==> config.mk <==
export PLATFORM = sky130hd
export DESIGN_NAME = s_stream_feeder
export DESIGN_NICKNAME = d
export VERILOG_FILES = /design/src/rtl/s_stream_feeder.sv
export SDC_FILE = /design/constraint.sdc
export NUM_CORES = 2
export LEC_CHECK = 0
export ABC_CLOCK_PERIOD_IN_PS = 9100
export CORE_MARGIN = 2
export CORE_UTILIZATION = 40
export CTS_CLUSTER_SIZE = 16
export DETAILED_ROUTE_END_ITERATION = 10
export PLACE_DENSITY = 0.62
export SLEW_MARGIN = 20
export SYNTH_ARGS = -nofsm -noshare
export SYNTH_HDL_FRONTEND = slang
export SYNTH_SLANG_ARGS = --single-unit
==> constraint.sdc <==
create_clock -name clk -period 9.1 [get_ports clk]
set_clock_uncertainty 0.2 [all_clocks]
set_input_delay 1.82 -clock clk [delete_from_list [all_inputs] [get_ports clk]]
set_output_delay 1.82 -clock clk [all_outputs]
set_load 0.005 [all_outputs]
==> src/rtl/s_stream_feeder.sv <==
// s_stream_feeder: buffers 2-bit query bases and serves them to the array
// as packed chunks of up to PE_SIZE bases on request. Holds one sequence at
// a time; the final partial chunk is released only after i_base_last.
module s_stream_feeder #(
  parameter int PE_SIZE     = 64,
  parameter int PE_SIZE_LOG = 6,
  parameter int FIFO_DEPTH  = 128,
  parameter int FIFO_LOG    = 7
) (
  input  logic                   clk,
  input  logic                   rst_n,
  input  logic [1:0]             i_base,
  input  logic                   i_base_valid,
  input  logic                   i_base_last,
  output logic                   o_base_ready,
  input  logic                   i_flush,
  input  logic                   i_request_s,
  output logic [2*PE_SIZE-1:0]   o_s,
  output logic [PE_SIZE_LOG:0]   o_s_valid,
  output logic                   o_seq_done,
  output logic [FIFO_LOG:0]      o_fifo_count
);

  typedef enum logic {
    LOAD,
    DRAIN
  } state_t;

  localparam logic [FIFO_LOG:0] PE_CNT    = (FIFO_LOG+1)'(PE_SIZE);
  localparam logic [FIFO_LOG:0] DEPTH_CNT = (FIFO_LOG+1)'(FIFO_DEPTH);

  state_t                state;
  state_t                state_next;
  logic [1:0]            mem [FIFO_DEPTH];
  logic [FIFO_LOG-1:0]   rd_ptr;
  logic [FIFO_LOG-1:0]   wr_ptr;
  logic [FIFO_LOG-1:0]   idx;
  logic [FIFO_LOG:0]     cnt;
  logic [FIFO_LOG:0]     cnt_next;
  logic [FIFO_LOG:0]     n_cnt;
  logic                  pend;
  logic                  req_eff;
  logic                  wr;
  logic                  emit;
  logic                  seq_done_next;
  logic [2*PE_SIZE-1:0]  chunk;

  assign o_base_ready = (state == LOAD) && (cnt < DEPTH_CNT) && !i_flush;
  assign wr           = i_base_valid && o_base_ready;
  assign req_eff      = pend || i_request_s;
  assign n_cnt        = (cnt >= PE_CNT) ? PE_CNT : cnt;
  // A partial chunk is only released once the sequence end has been seen.
  assign emit         = req_eff && !i_flush &&
                        ((cnt >= PE_CNT) || ((state == DRAIN) && (cnt != '0)));
  assign cnt_next     = cnt + {{FIFO_LOG{1'b0}}, wr} - (emit ? n_cnt : '0);
  assign o_fifo_count = cnt;

  // Gather the oldest n_cnt bases into a zero-padded chunk.
  always_comb begin
    chunk = '0;
    idx   = '0;
    for (int unsigned k = 0; k < PE_SIZE; k++) begin
      idx = rd_ptr + FIFO_LOG'(k);
      if ((FIFO_LOG+1)'(k) < n_cnt) begin
        chunk[2*k +: 2] = mem[idx];
      end
    end
  end

  // Next-state logic: LOAD until the last base lands, DRAIN until emptied.
  always_comb begin
    state_next    = state;
    seq_done_next = 1'b0;
    if (i_flush) begin
      state_next = LOAD;
    end else begin
      case (state)
        LOAD: begin
          if (wr && i_base_last) begin
            state_next = DRAIN;
          end
        end
        DRAIN: begin
          if (emit && (cnt == n_cnt)) begin
            state_next    = LOAD;
            seq_done_next = 1'b1;
          end
        end
        default: state_next = LOAD;
      endcase
    end
  end

  // State register.
  always_ff @(posedge clk or negedge rst_n) begin
    if (!rst_n) begin
      state <= LOAD;
    end else begin
      state <= state_next;
    end
  end

  // Base storage; contents need no reset since cnt gates every read.
  always_ff @(posedge clk) begin
    if (wr) begin
      mem[wr_ptr] <= i_base;
    end
  end

  // Pointers, occupancy, pending request and registered chunk outputs.
  always_ff @(posedge clk or negedge rst_n) begin
    if (!rst_n) begin
      rd_ptr     <= '0;
      wr_ptr     <= '0;
      cnt        <= '0;
      pend       <= 1'b0;
      o_s        <= '0;
      o_s_valid  <= '0;
      o_seq_done <= 1'b0;
    end else if (i_flush) begin
      rd_ptr     <= '0;
      wr_ptr     <= '0;
      cnt        <= '0;
      pend       <= 1'b0;
      o_s        <= '0;
      o_s_valid  <= '0;
      o_seq_done <= 1'b0;
    end else begin
      if (wr) begin
        wr_ptr <= wr_ptr + 1'b1;
      end
      if (emit) begin
        rd_ptr <= rd_ptr + n_cnt[FIFO_LOG-1:0];
      end
      cnt        <= cnt_next;
      pend       <= emit ? 1'b0 : req_eff;
      o_s        <= emit ? chunk : '0;
      o_s_valid  <= emit ? (PE_SIZE_LOG+1)'(n_cnt) : '0;
      o_seq_done <= seq_done_next;
    end
  end

endmodule

### After elaboration in Yosys (flattened, before gate mapping)

Memory sizes are Yosys's and may differ from the RTL's.
Cells that the tools add are included.

* add/subtract/negate cells: 67
* multipliers: 0
* div/mod/pow operators: 0
* $lt $le $gt $ge: 66
* equal/unequal tests: 1
* shift operators: 0
* mux-type cells: 86
* bitwise operators: 1
* reduce and logical (&&, ||, !) cells: 14

Operators by type and width (count)
* 6-bit by 8-bit less-than comparator with 1-bit output, first input constant: 32
* 128-bit two-way mux: 2
* 7-bit by 6-bit adder with 7-bit output, second input constant: 32
* 5-bit by 8-bit less-than comparator with 1-bit output, first input constant: 16
* 2-bit two-way mux: 64
* 7-bit by 5-bit adder with 7-bit output, second input constant: 16
* 4-bit by 8-bit less-than comparator with 1-bit output, first input constant: 8
* 7-bit by 4-bit adder with 7-bit output, second input constant: 8
* 7-bit two-way mux: 6
* 3-bit by 8-bit less-than comparator with 1-bit output, first input constant: 4
* 7-bit by 3-bit adder with 7-bit output, second input constant: 4
* 8-bit two-way mux: 3
* 1-bit by 8-bit less-than comparator with 1-bit output, first input constant: 2
* 2-bit by 8-bit less-than comparator with 1-bit output, first input constant: 2
* 7-bit by 1-bit adder with 7-bit output, second input constant: 2
* 7-bit by 2-bit adder with 7-bit output, second input constant: 2
* 1-bit two-way mux: 10
* 8-bit by 1-bit adder with 8-bit output: 1
* 8-bit == test: 1
* 8-bit by 7-bit greater-or-equal comparator with 1-bit output, second input constant: 1
* 1-bit logical AND: 8
* 8-bit less-than comparator, second input constant: 1
* 8-bit nonzero test: 1
* 8-bit subtractor: 1
* 6 further kinds: 8

* register bits after elaboration: 160
* latch bits: 0
* bits in writable memories: 256
* memory bits (read-only): 0
* input port bits: 8
* output and inout bits: 145
* word-level logic and storage cells: 244
* memories kept: 1

Memory list
* mem: words 128, width 2, rd ports 64, clocked after memory_dff 0, wr ports 1, RTL line 34 `logic [1:0] mem [FIFO_DEPTH];`

### Longest topological paths before layout

* depth in word-level cells: 8
* gate-level depth with buffers: 18
* depth with buffers taken out: 14

### Least setup slack after synthesis

OpenSTA, ideal clock, no wires.

* path kind: in2reg
* start: in i_flush
* end: reg cnt[6] (netlist: o_fifo_count[6])
* setup time: 0.132 ns
* arrival time: 4.678 ns
* data required time: 8.768 ns
* path slack: 4.090 ns
* stages on the path: 17
* path buffers: 4
* cell sequence: clkbuf_1 > or2_2 > clkbuf_1 > a21oi_1 > clkbuf_1 > clkbuf_1 > and2_1 > ha_1 > inv_1 > ha_1 > fa_1 > a21oi_1 > o21bai_1 > a21o_1 > a21oi_1 > xor2_1 > nor2_1

* word-level cells in the longest chain between the ends: 6
* elaborated cells between the ends (all ways): 9
* classes of those cells: add/sub: 2; mux: 2; reduce/logical: 5

RTL lines
* start, declared: RTL line 16 `input logic i_flush,`
* 1-bit zero test: RTL line 48, 53
* 1-bit logical AND (on tied branches): RTL line 48, 53
* 1-bit logical AND (on tied branches): RTL line 49, 53
* 8-bit by 1-bit adder with 8-bit output / 8-bit two-way mux (equally long branches): RTL line 55 `assign cnt_next = cnt + {{FIFO_LOG{1'b0}}, wr} - (emit ? n_cnt : '0);`
* 8-bit subtractor: RTL line 55
* 8-bit two-way mux (*): RTL line 120 `end else if (i_flush) begin`
* end signal, assigned: RTL line 135 `cnt <= cnt_next;`
* end, declared: RTL line 38 `logic [FIFO_LOG:0] cnt;`

Mark *: on every way between the ends. The rest lies on a longest branch, timed or not.
A chain may end at the register's enable or synchronous reset.

### Worst setup path after layout

* start: reg rd_ptr[1]
* end: reg o_s[7]

* word-level cells in the longest chain between the ends: 5

RTL lines
* start, declared: RTL line 35 `logic [FIFO_LOG-1:0] rd_ptr;`
* start signal, assigned: RTL line 133 `rd_ptr <= rd_ptr + n_cnt[FIFO_LOG-1:0];`
* 7-bit by 2-bit adder with 7-bit output: RTL line 63 `idx = rd_ptr + FIFO_LOG'(k);`
* memory 128 x 2 bit
* 2-bit two-way mux: RTL line 64 `if ((FIFO_LOG+1)'(k) < n_cnt) begin`
* 128-bit two-way mux: RTL line 137 `o_s <= emit ? chunk : '0;`
* 128-bit two-way mux: RTL line 120
* end signal, assigned: RTL line 137
* end, declared: RTL line 18 `output logic [2*PE_SIZE-1:0] o_s,`

Every way passes these cells.

==> flow_summary.ini <==
[hold_path]
hold_depth = 2
hold_start = wr_ptr[0]$_DFFE_PN0P_
worstHoldPathType = reg2reg
hold_end = wr_ptr[0]$_DFFE_PN0P_

[layout]
final_cell_mix = mux4_2 (528), nand2_1 (340), nor2_1 (302)
layout-drive-gt1-share = 0.247
regArea_um2 = 11700
areaGrowthSynthToFinish_pct = 11.7
multi_input_area_um2 = 25600
layout_commonest_cell = mux4_2
nNetsFinal = 3406
stdcell_area_um2 = 42900
filler_cell_count = 8682

[sta]
fin_crit_ns = 5.57
tns_ns = 0
setup_viol = 0
fin_ws_ns = 3.53
tightest_slew_ns = 1.23
rsz0062_at_grt = false
max_freq_mhz = 179
final-hold-violation-count = 0
fin_crit_sh = 0.612
slew_viol_final = 0
slew_headroom = 0.179

[logic_synthesis]
syn_area_um2 = 38400
yosysSeqAreaShare = 0.305
synthMuxAreaShare = 0.389
ys_types = 72
synthTopCellsByArea = mux4_2 (31%), edfxtp_1 (20%), dfrtp_1 (10%), mux2i_1 (5.4%), nand2_1 (3.3%)
synthXorXnorAreaFrac = 0.0395
synthCells = 3319
synth_compound_area_frac = 0.108
synth_fa_ha_area_frac = 0.0147
synth-simple-area-share = 0.109
synth_nets = 3371
synth_edf_count = 256
yosys.area.top_type = mux4_2
yosys_most_used_dff = edfxtp_1
syn_area_per_cell_um2 = 11.6
synth_top_area_share = 0.310
synthArstFlopShare = 0.385
ys_seq_elements = 416
yosysWarnings = 0
synth_top_family_by_area = multiplexers

[clock_network]
clock_sinks = 416
root_buffer = clkbuf_16
cts_tree = done
post_cts_buffers = 0
cts.clk_slew.worst_paths_ns = 0.07
post_cts_resized = 0
cts_buffer_depth = 3
hold_buffers = 0
cts_inserted_buffers = 48
htreeDepth = 2
clk_latency_ns = 0.65

[floorplanning]
fp.dieW_um = 314
io_pins = 153
dieArea_um2 = 98400
start_util = 0.404
coreArea_um2 = 95000
row_count = 113
die_h_um = 314

[grt]
grt.overflow.total = 0
grt_util_met3 = 0.0959
grt_pass1_vias = 30400
grt_util_met1 = 0.416
antenna_found_initial = 3
grt_pass1_wl_um = 227000
top_usage_layer = met2
grt_max_degree = 148
grt_util_met2 = 0.462
grtUsageTotal = 0.318

[placed_design]
port_buffers = 152
hpwl_um = 120000
postPlaceCellArea_um2 = 41100
dp_slack_ns = 3.53
gp_congestion = 1.02

[power_and_ir_drop]
power_density_nw_per_um2 = 250
internal_power_mw = 5.93
pwr-share-comb = 0.590
ir_worst_vdd_uv = 172
seqPwrFrac = 0.214
p_switching_mw = 4.79
leakage_nw = 14.4
clkPwrFrac = 0.196
switching_share = 0.447

[worst_setup_path]
startpoint = rd_ptr[1]$_DFFE_PN0P_
slowest_stage = ha_4
cp_common_cell = mux4_2
crit_required_ns = 9.44
r2r_start = rd_ptr[1]$_DFFE_PN0P_
worstSetupPathType = reg2reg
r2r_end = o_s[7]$_DFF_PN0_
crit_chain = inv_1, ha_4, buf_4, mux4_2, mux4_2, o21ai_0, mux4_2, nor2b_1
crit_family = multiplexers
ff2ff_path_depth = 8
critPathCaptureType = register
critPathArrivalTime_ns = 5.92
worstSetupStartpointType = register
regToRegSetupSlack_ns = 3.53
path_max_fanout = 59
path_buf_inv = 2
cpPeakStageDelay_ns = 1.02

[detailed_routing]
dr.pass1.iters = 9
drtAntennaViolNets = 0
drtIter0Drc = 5700
vias = 33300
routedWlPerCell_um = 34.2
route.detailed.drc = 0
avgViaCountPerCell = 7.15
wl_um = 159000

[flow_run]
cap_violations = 0

[run_status]
outcome = finished clean
worst max path at each step:
stage                                      to  slack (ns)  cells past startpoint
global placement    o_fifo_count[7]$_DFF_PN0_        3.51                     16
detailed placement  o_fifo_count[7]$_DFF_PN0_        3.53                     16
finish                       o_s[7]$_DFF_PN0_        3.53                      8
global route                 o_s[7]$_DFF_PN0_        3.44                      8
floorplan           o_fifo_count[6]$_DFF_PN0_        4.09                     17
CTS                        o_s[103]$_DFF_PN0_        3.78                      8
worst reg2reg max path, delay by kind of cell, from the launching register on:
kind | cells | cell delay, ns
adders and majority gates | 1 | 1.02
AOI/OAI and AO/OA | 1 | 0.67
and+or+nand+nor | 1 | 0.06
muxes | 3 | 1.71
DFF | 1 | 0.84
buffers and inverters | 2 | 0.99
sequential cells by signal, summed over array words and instances, names as in the netlist:
name,flops
mem,256
o_fifo_count,8
o_s,128
o_s_valid,7
o_seq_done,1
pend,1
rd_ptr,7
state,1
wr_ptr,7
layout make-up:
| class | instances | share of cell area |
|---|---|---|
| clock buffer | 58 | 0.0306 |
| timing repair buffer | 235 | 0.0502 |
| clock inverter | 28 | 0.00852 |
| tap | 1265 | 0.0369 |
| antenna | 3 | 0.000175 |
| sequential | 416 | 0.273 |
| inverter | 36 | 0.00315 |
| multi-input combinational | 2617 | 0.597 |
synth_stat cells, drive strengths merged, types with 40 or more instances:
cell type / instances
a22oi: 40
o22ai: 45
buf: 130
mux4: 528
dfrtp: 160
o21ai: 130
mux2i: 208
edfxtp: 256
nor2: 304
mux2: 84
nand3: 115
nor3: 46
ha: 42
clkbuf: 119
xnor2: 127
a21oi: 139
xor2: 41
nand2: 342
cells by family (layout without fill, tap and decap cells):
family / after synthesis / in the layout
simple gates: 957 / 957
mux: 820 / 820
compound gates: 628 / 628
flops: 416 / 416
buf+inv: 286 / 357
xor+xnor: 168 / 168
fa+ha+maj: 44 / 44
other cells: 0 / 3
metrics by stage:
| stage | std cells | util | hold WS [ns] | power (mW) |
|---|---|---|---|---|
| after detailed placement | 4568 | 0.433 | 0.394 | 8.38 |
| final | 4658 | 0.451 | 0.419 | 10.7 |
| after floorplan | 3319 | - | 0.357 | 6.37 |
| after global placement | 4568 | 0.433 | 0.389 | 8.37 |
| after CTS | 4654 | 0.451 | 0.412 | 10.5 |
| after global routing | 4655 | 0.451 | 0.441 | 11.1 |
per-layer routing:
| layer | up-vias | wire [um] |
|---|---|---|
| li1 | 13300 | - |
| met2 | 2798 | 67900 |
| met1 | 16600 | 56300 |
| met5 | - | 0 |
| met4 | 0 | 12900 |
| met3 | 520 | 22400 |
power groups by stage:
stage | Sequential [mW] | Clock, mW | Combinational, mW
finish | 2.29 | 2.10 | 6.32
global route | 2.31 | 2.19 | 6.59
CTS | 2.29 | 2.12 | 6.08
detailed placement | 2.33 | 0 | 6.05
global placement | 2.33 | 0 | 6.04
floorplan | 2.29 | 0 | 4.09
Power figures use the tool's default switching activity.
